**config.mk**
```make
export PLATFORM = sky130hd
export DESIGN_NAME = sha3_padder
export DESIGN_NICKNAME = d
export VERILOG_FILES = /design/src/rtl/sha3_padder.sv
export SDC_FILE = /design/constraint.sdc
export NUM_CORES = 1
export LEC_CHECK = 0
export CORE_AREA = 2 2 652 654
export DETAILED_ROUTE_END_ITERATION = 10
export DIE_AREA = 0 0 654 656
export GPL_TIMING_DRIVEN = 0
export HOLD_SLACK_MARGIN = 0.08
export PLACE_DENSITY_LB_ADDON = 0.12
export SLEW_MARGIN = 0
export SYNTH_ARGS = -nofsm -noshare
export SYNTH_HDL_FRONTEND = slang
export SYNTH_SLANG_ARGS = --single-unit
```
**constraint.sdc**
```tcl
create_clock -name clk -period 3.75 [get_ports clk]
set_clock_uncertainty 0.15 [all_clocks]
set_input_delay 0.5625 -clock clk [delete_from_list [all_inputs] [get_ports clk]]
set_output_delay 0.5625 -clock clk [all_outputs]
set_load 0.01 [all_outputs]
```
**src/rtl/sha3_padder.sv**
```systemverilog
// sha3_padder: packs a little-endian 64-bit word stream into Keccak rate
// blocks and applies SHA-3 multi-rate padding (domain byte after the message
// and 0x80 in the last rate byte).
//
// Ports:
//   clk, nrst               clock, asynchronous active-low reset
//   xof_sel                 (only with SHA3_PAD_SHAKE_EN) 1 selects the SHAKE domain byte 0x1F
//   in_data/in_nbytes/in_last/in_valid/in_ready   message word stream
//   blk_data/blk_last/blk_valid/blk_ready         5x5 lane block out, rate lane i at [i%5][i/5]
//
// Optional feature macro: SHA3_PAD_SHAKE_EN
//
// state | meaning
// FILL  | accepting message words into the lane buffer
// PAD   | message ended on a word boundary; write domain byte into lane widx
// EMIT  | block presented on blk_*, waiting for blk_ready
module sha3_padder #(
  parameter int         WIDTH      = 64,
  parameter int         RATE_WORDS = 17,
  parameter logic [7:0] DSBYTE     = 8'h06
) (
  input  logic                         clk,
  input  logic                         nrst,
`ifdef SHA3_PAD_SHAKE_EN
  input  logic                         xof_sel,
`endif
  input  logic [WIDTH-1:0]             in_data,
  input  logic [3:0]                   in_nbytes,
  input  logic                         in_last,
  input  logic                         in_valid,
  output logic                         in_ready,
  output logic [0:4][0:4][WIDTH-1:0]   blk_data,
  output logic                         blk_last,
  output logic                         blk_valid,
  input  logic                         blk_ready
);

  localparam logic [4:0] LAST_IDX = 5'(RATE_WORDS - 1);

  typedef enum logic [1:0] {FILL, PAD, EMIT} state_t;

  state_t           state;
  logic [4:0]       widx;
  logic             pad_pend;
  logic [7:0]       ds_q;
  logic [WIDTH-1:0] lane_q [RATE_WORDS];

  logic [7:0]       cur_ds;
  logic [3:0]       nb;
  logic [WIDTH-1:0] byte_mask;
  logic [WIDTH-1:0] ds_word;
  logic [WIDTH-1:0] wr_word;
  logic             accept;

`ifdef SHA3_PAD_SHAKE_EN
  assign cur_ds = xof_sel ? 8'h1F : DSBYTE;
`else
  assign cur_ds = DSBYTE;
`endif

  assign accept = in_valid && in_ready;
  // Byte counts above 8 behave as a full word.
  assign nb     = (in_nbytes > 4'd8) ? 4'd8 : in_nbytes;

  always_comb begin
    byte_mask = '1;
    if (nb != 4'd8)
      byte_mask = (WIDTH'(1) << {nb, 3'b000}) - WIDTH'(1);
    ds_word = {{(WIDTH-8){1'b0}}, cur_ds} << {nb[2:0], 3'b000};
    wr_word = in_data & byte_mask;
    if (in_last && nb != 4'd8)
      wr_word = wr_word | ds_word;
  end

  always_ff @(posedge clk or negedge nrst) begin
    if (!nrst) begin
      state     <= FILL;
      widx      <= '0;
      pad_pend  <= 1'b0;
      ds_q      <= DSBYTE;
      in_ready  <= 1'b0;
      blk_valid <= 1'b0;
      blk_last  <= 1'b0;
      for (int i = 0; i < RATE_WORDS; i++) lane_q[i] <= '0;
    end else begin
      case (state)
        FILL: begin
          in_ready <= 1'b1;
          if (accept) begin
            lane_q[widx] <= wr_word;
            if (in_last) ds_q <= cur_ds;
            if (!in_last) begin
              if (widx == LAST_IDX) begin
                state     <= EMIT;
                in_ready  <= 1'b0;
                blk_valid <= 1'b1;
                blk_last  <= 1'b0;
              end else begin
                widx <= widx + 5'd1;
              end
            end else if (nb != 4'd8) begin
              state     <= EMIT;
              in_ready  <= 1'b0;
              blk_valid <= 1'b1;
              blk_last  <= 1'b1;
            end else if (widx != LAST_IDX) begin
              widx     <= widx + 5'd1;
              state    <= PAD;
              in_ready <= 1'b0;
            end else begin
              // Full last block: the padding needs a block of its own.
              pad_pend  <= 1'b1;
              state     <= EMIT;
              in_ready  <= 1'b0;
              blk_valid <= 1'b1;
              blk_last  <= 1'b0;
            end
          end
        end
        PAD: begin
          in_ready     <= 1'b0;
          lane_q[widx] <= lane_q[widx] | {{(WIDTH-8){1'b0}}, ds_q};
          state        <= EMIT;
          blk_valid    <= 1'b1;
          blk_last     <= 1'b1;
        end
        EMIT: begin
          in_ready <= 1'b0;
          if (blk_ready) begin
            for (int i = 0; i < RATE_WORDS; i++) lane_q[i] <= '0;
            widx      <= '0;
            blk_valid <= 1'b0;
            blk_last  <= 1'b0;
            if (pad_pend) begin
              pad_pend <= 1'b0;
              state    <= PAD;
            end else begin
              state    <= FILL;
              in_ready <= 1'b1;
            end
          end
        end
        default: state <= FILL;
      endcase
    end
  end

  // Lane layout plus the final 0x80 pad bit, applied only on the last block.
  always_comb begin
    blk_data = '0;
    for (int i = 0; i < RATE_WORDS; i++)
      blk_data[3'(i % 5)][3'(i / 5)] = lane_q[i];
    if (blk_last)
      blk_data[3'((RATE_WORDS-1) % 5)][3'((RATE_WORDS-1) / 5)][WIDTH-1 -: 8] =
        lane_q[RATE_WORDS-1][WIDTH-1 -: 8] | 8'h80;
  end

endmodule
```
Word-level counts from Yosys, hierarchy flattened
Cells that the tools add are included.
Widths: inputs -> output; s select.
Cells by class
  reduce and logical (&&, ||, !) cells: 11
  magnitude comparators: 3
  equal/unequal tests: 15
  mux-type cells: 52
  shift operators: 2
  add/sub/neg operators: 2
  bitwise logic cells: 3
Operators with widths (number)
  $pmux 1088 s3: 1
  $bwmux 1088: 2
  $mux 1088: 2
  $bmux 64 s5: 1
  $demux 64 s5: 1
  $mux 64: 5
  $and 64x64->64: 1
  $or 64x64->64: 1
  $shl 1x7->64 const A: 1
  $shl 3x6->64 const A: 1
  $sub 64x2->64 const B: 1
  $mux 5: 6
  $mux 1: 20
  $mux 2: 6
  $ne 3x3->1 const B: 4
  $reduce_and 6->1: 2
  $ne 2x2->1 const B: 5
  $pmux 5 s2: 1
  $pmux 1 s3: 3
  $mux 8: 1
  $ne 4x4->1 const B: 2
  $ge 6x6->1 const B: 1
  $lt 6x1->1 const B: 1
  $not 5->6: 1
  15 further kinds: 18
Storage, ports and cells
  input port bits: 73
  logic and storage cells: 111
  flip-flop bits (word level): 1099
  output and inout bits: 1603

Longest topological paths before layout
  word-level depth: 11
  depth in mapped cells: 18
  depth with buffers taken out: 9

Least setup slack after synthesis
No wires, ideal clock.
  kind: reg-to-reg
  start point: reg widx[0]
  end point: reg with a tool-made name
  stages on the path, launching flop included: 18
  setup slack: 166 ps
  arrival time: 3313 ps
  library setup time: 121 ps
  path through: dfrtp_1 -> buf_6 -> buf_12 -> buf_12 -> buf_12 -> buf_8 -> buf_6 -> buf_6 -> buf_6 -> inv_1 -> ha_1 -> buf_2 -> nor4b_1 -> and2_1 -> nor2_1 -> clkbuf_1 -> clkbuf_1 -> a22o_1
RTL lines
  from (decl): RTL line 43  | logic [4:0] widx;
  from (signal assigned): RTL line 99  | widx <= widx + 5'd1;
  from (signal assigned): RTL line 107  | widx <= widx + 5'd1;

==> flow_summary_export.csv <==
group,metric,value,unit
clock_network,cts.path.max_buffers,4,
critical_path,critPathArrivalTime,4310,ps
critical_path,crit_required,4330,ps
synth,synth.mux.area_fraction,0.0956,
clock_network,clock_sinks,1093,
floorplanning,rows,239,
global_route,grt_pass1_wl,596,mm
final_layout,final_common_cell,"buf_4",
critical_path,timing.rr.start,"widx[1]",
sta,fmax,268,MHz
floorplanning,die_h,656,microns
final_layout,postLayoutCellArea,91700,sq um
critical_path,slowest_delay,530,ps
clock_network,insertion_delay,890,ps
floorplanning,dieArea,429000,sq um
global_route,antenna_found_initial,62,
floorplanning,fp.dieW,654,microns
critical_path,endpoint_kind,"flop",
power_and_ir_drop,pwr-share-clk,0.221,
clock_network,cts_tree,"yes",
clock_network,cts-root-buf,"clkbuf_16",
critical_path,critPathMaxFanout,10,
power_and_ir_drop,ir_worst_vdd,0.447,mV
critical_path,reg2reg_depth,10,
synth,synth_top_family_by_area,"buffers and inverters",
place,dp_hpwl,376,mm
synth,synth_edf_count,0,
synth,yosys.area_share.adder,0.00182,
final_layout,layout.cells.most_common_list,"buf_4 (1742), dfrtp_1 (1093), clkdlybuf4s50_1 (964)",
sta,maxSlewViolCount,0,
route,wl,473,mm
route,wl_per_cell,35.0,microns
synth,synth_area,61700,sq um
critical_path,slowest_stage,"dfrtp_1",
synth,ys_seq_area_frac,0.443,
power_and_ir_drop,p_per_area,782,nW/um^2
global_route,grt_usage,0.212,
run,max_cap_viol_count,0,
synth,syn-mean-instance-area,10.9,sq um
floorplanning,coreArea,422000,sq um
power_and_ir_drop,leakagePower,41.7,nW
status,status,"finished clean",
final_layout,synthToLayoutAreaGrowth,48.5,%
floorplanning,io_pins,1676,
sta,rsz0062_at_grt,"yes",
clock_network,cts_htree_levels,4,
critical_path,crit_type,"reg -> reg",
synth,synth_cell_types,83,
synth,synthSimpleGateAreaFrac,0.0404,
global_route,overflow,0,
sta,slew_headroom,0.0666,
sta,fin_ws,21.2,ps
sta,setup_viol,0,
critical_path,path_common_cell,"buf_4",
route,ant_nets,0,
clock_network,clk_pin_slew,60,ps
power_and_ir_drop,seqPwrFrac,0.223,
floorplanning,initial_core_util,0.146,
final_layout,nets,7777,
synth,synth_seq_cells,1093,
sta,hold_viol,0,
final_layout,drive_gt1_frac,0.360,
power_and_ir_drop,pwr-share-comb,0.555,
critical_path,cp-start-kind,"flop",
route,dr.pass1.iters,5,
synth,synth_compound_area_frac,0.194,
clock_network,numCtsBuffers,161,
place,gp_congestion,0.846,
place,io_buffer_count,965,
sta,worstMarginPinSlew,1400,ps
critical_path,cp_cell_sequence,"buf_4, buf_4, buf_8, clkbuf_8, mux4_2, a221oi_2, o21ai_4, buf_12, o21bai_4, a22o_1",
power_and_ir_drop,switching_share,0.479,
global_route,grt_max_degree,158,
route,via_per_inst,3.97,
global_route,grt_pass1_vias,53487,
synth,async_flop_share,1.00,
sta,min_period,3730,ps
power_and_ir_drop,net-switching-power,34.3,mW
hold_path,hold_class,"in -> reg",
synth,synth_flop_cell,"dfrtp_1",
critical_path,reg2reg_slack,20,ps
sta,min_period_over_period,0.994,
place,dpl_cell_area,82100,sq um
route,drcViolationCount,0,
route,drt_iter0_drc,4590,
place,dp_slack,-3000,ps
synth,syn_inst,5673,
power_and_ir_drop,internal-power,37.3,mW
synth,synth-xor-area-share,0.000709,
critical_path,crit_path_start,"widx[1]",
route,vias,53669,
synth,yosys_warnings,0,
critical path, delay by kind of cell, from the launching register on:
family	cells	cell delay, ps
buf+inv	5	1440
compound gates	4	1050
flops	1	530
mux	1	360
power groups by stage:
stage / Sequential (mW) / Clock (mW) / Combinational (mW)
final: 16.0 / 15.9 / 39.8
after global routing: 16.2 / 16.7 / 41.1
after CTS: 16.0 / 16.3 / 40.0
after detailed placement: 16.1 / 0 / 36.2
after global placement: 16.2 / 0 / 35.3
after floorplan: 15.1 / 0 / 15.5
worst min path at each step:
stage	startpoint	endpoint	slack, ps	depth (start not counted)
detailed placement	flop	flop	310	2
finish	in_last	in_ready	280	4
CTS	in_last	pad_pend	200	5
floorplan	nrst	async pin	120	0
global route	blk_ready	in_ready	300	3
global placement	flop	flop	310	2
metal layers:
layer / vias to the layer above / part of all wire / GRT usage
li1: 22339 / - / -
met3: 479 / 0.054 / 0.0344
met5: - / 0.00012 / 0
met1: 28473 / 0.40 / 0.257
met2: 2370 / 0.50 / 0.371
met4: 8 / 0.047 / 0.0884
kinds of logic (layout without fill, tap and decap cells):
family                   after synthesis  in the layout
AO/OA/AOI/OAI                       1599           1599
buffers and inverters               2007           3441
XOR/XNOR                               5              5
multiplexers                         375            375
flip-flops                          1093           1093
other                                  1            741
AND/OR/NAND/NOR                      584            584
adder cells (fa/ha/maj)                9              9
area by class of cell:
cell class / count / area (sq um)
timing repair buffer: 1161 / 12100
tap: 5663 / 7090
inverter: 14 / 63.8
sequential: 1093 / 27400
clock inverter: 43 / 536
fill: 46131 / 331000
buffer: 1988 / 15200
multi-input combinational: 3276 / 24500
clock buffer: 235 / 4720
antenna: 37 / 92.6
timing repair:
action,in CTS,in global routing
pin swaps,51,3
gates cloned,3,2
endpoints found under the setup margin,1093,681
setup buffers,136,8
hold buffers,7,0
hold endpoints to repair,139,0
gates resized for setup,684,90
stage by stage:
step	cells	hold WS (ps)	utilization	TNS, ps	total power, mW
final	13510	278	0.217	0	71.7
after global routing	13483	297	0.217	-24.5	73.9
after CTS	13464	199	0.216	0	72.3
after detailed placement	13044	314	0.194	-2008750	52.3
after global placement	13004	308	0.192	-	51.5
after floorplan	6376	117	-	0	30.6
cells in the mapped netlist (4+ instances only):
library cell,instances,area (sq um)
buf_4,1606,12100
dfrtp_1,1093,27400
a22o_1,620,5430
nand2_1,331,1240
clkbuf_1,275,1030
o21ai_0,195,976
o21ai_1,194,971
mux2i_1,171,1710
mux4_2,167,3760
a21oi_1,154,771
nor2_1,125,469
a22oi_1,115,863
a32o_1,85,851
o22ai_1,66,413
nand3_1,58,290
buf_2,56,280
mux2_2,36,405
o21ai_2,32,280
buf_1,30,113
buf_6,21,236
o22a_1,15,131
a21o_1,13,97.6
o21bai_2,12,135
a221oi_1,11,96.3
a221oi_2,11,165
inv_1,11,41.3
a21oi_2,9,78.8
ha_1,9,113
a31oi_1,8,50.1
and2_1,8,50.1
nand2b_1,8,50.1
nor3_1,8,40.0
and3_1,7,43.8
o21bai_4,7,131
nor2b_1,6,37.5
o211ai_2,6,75.1
a211oi_1,5,37.5
o211ai_1,5,37.5
or2_2,5,31.3
a32oi_1,4,35.0
o221ai_2,4,60.1
o32a_1,4,40.0
(Power assumes the default switching activity.)
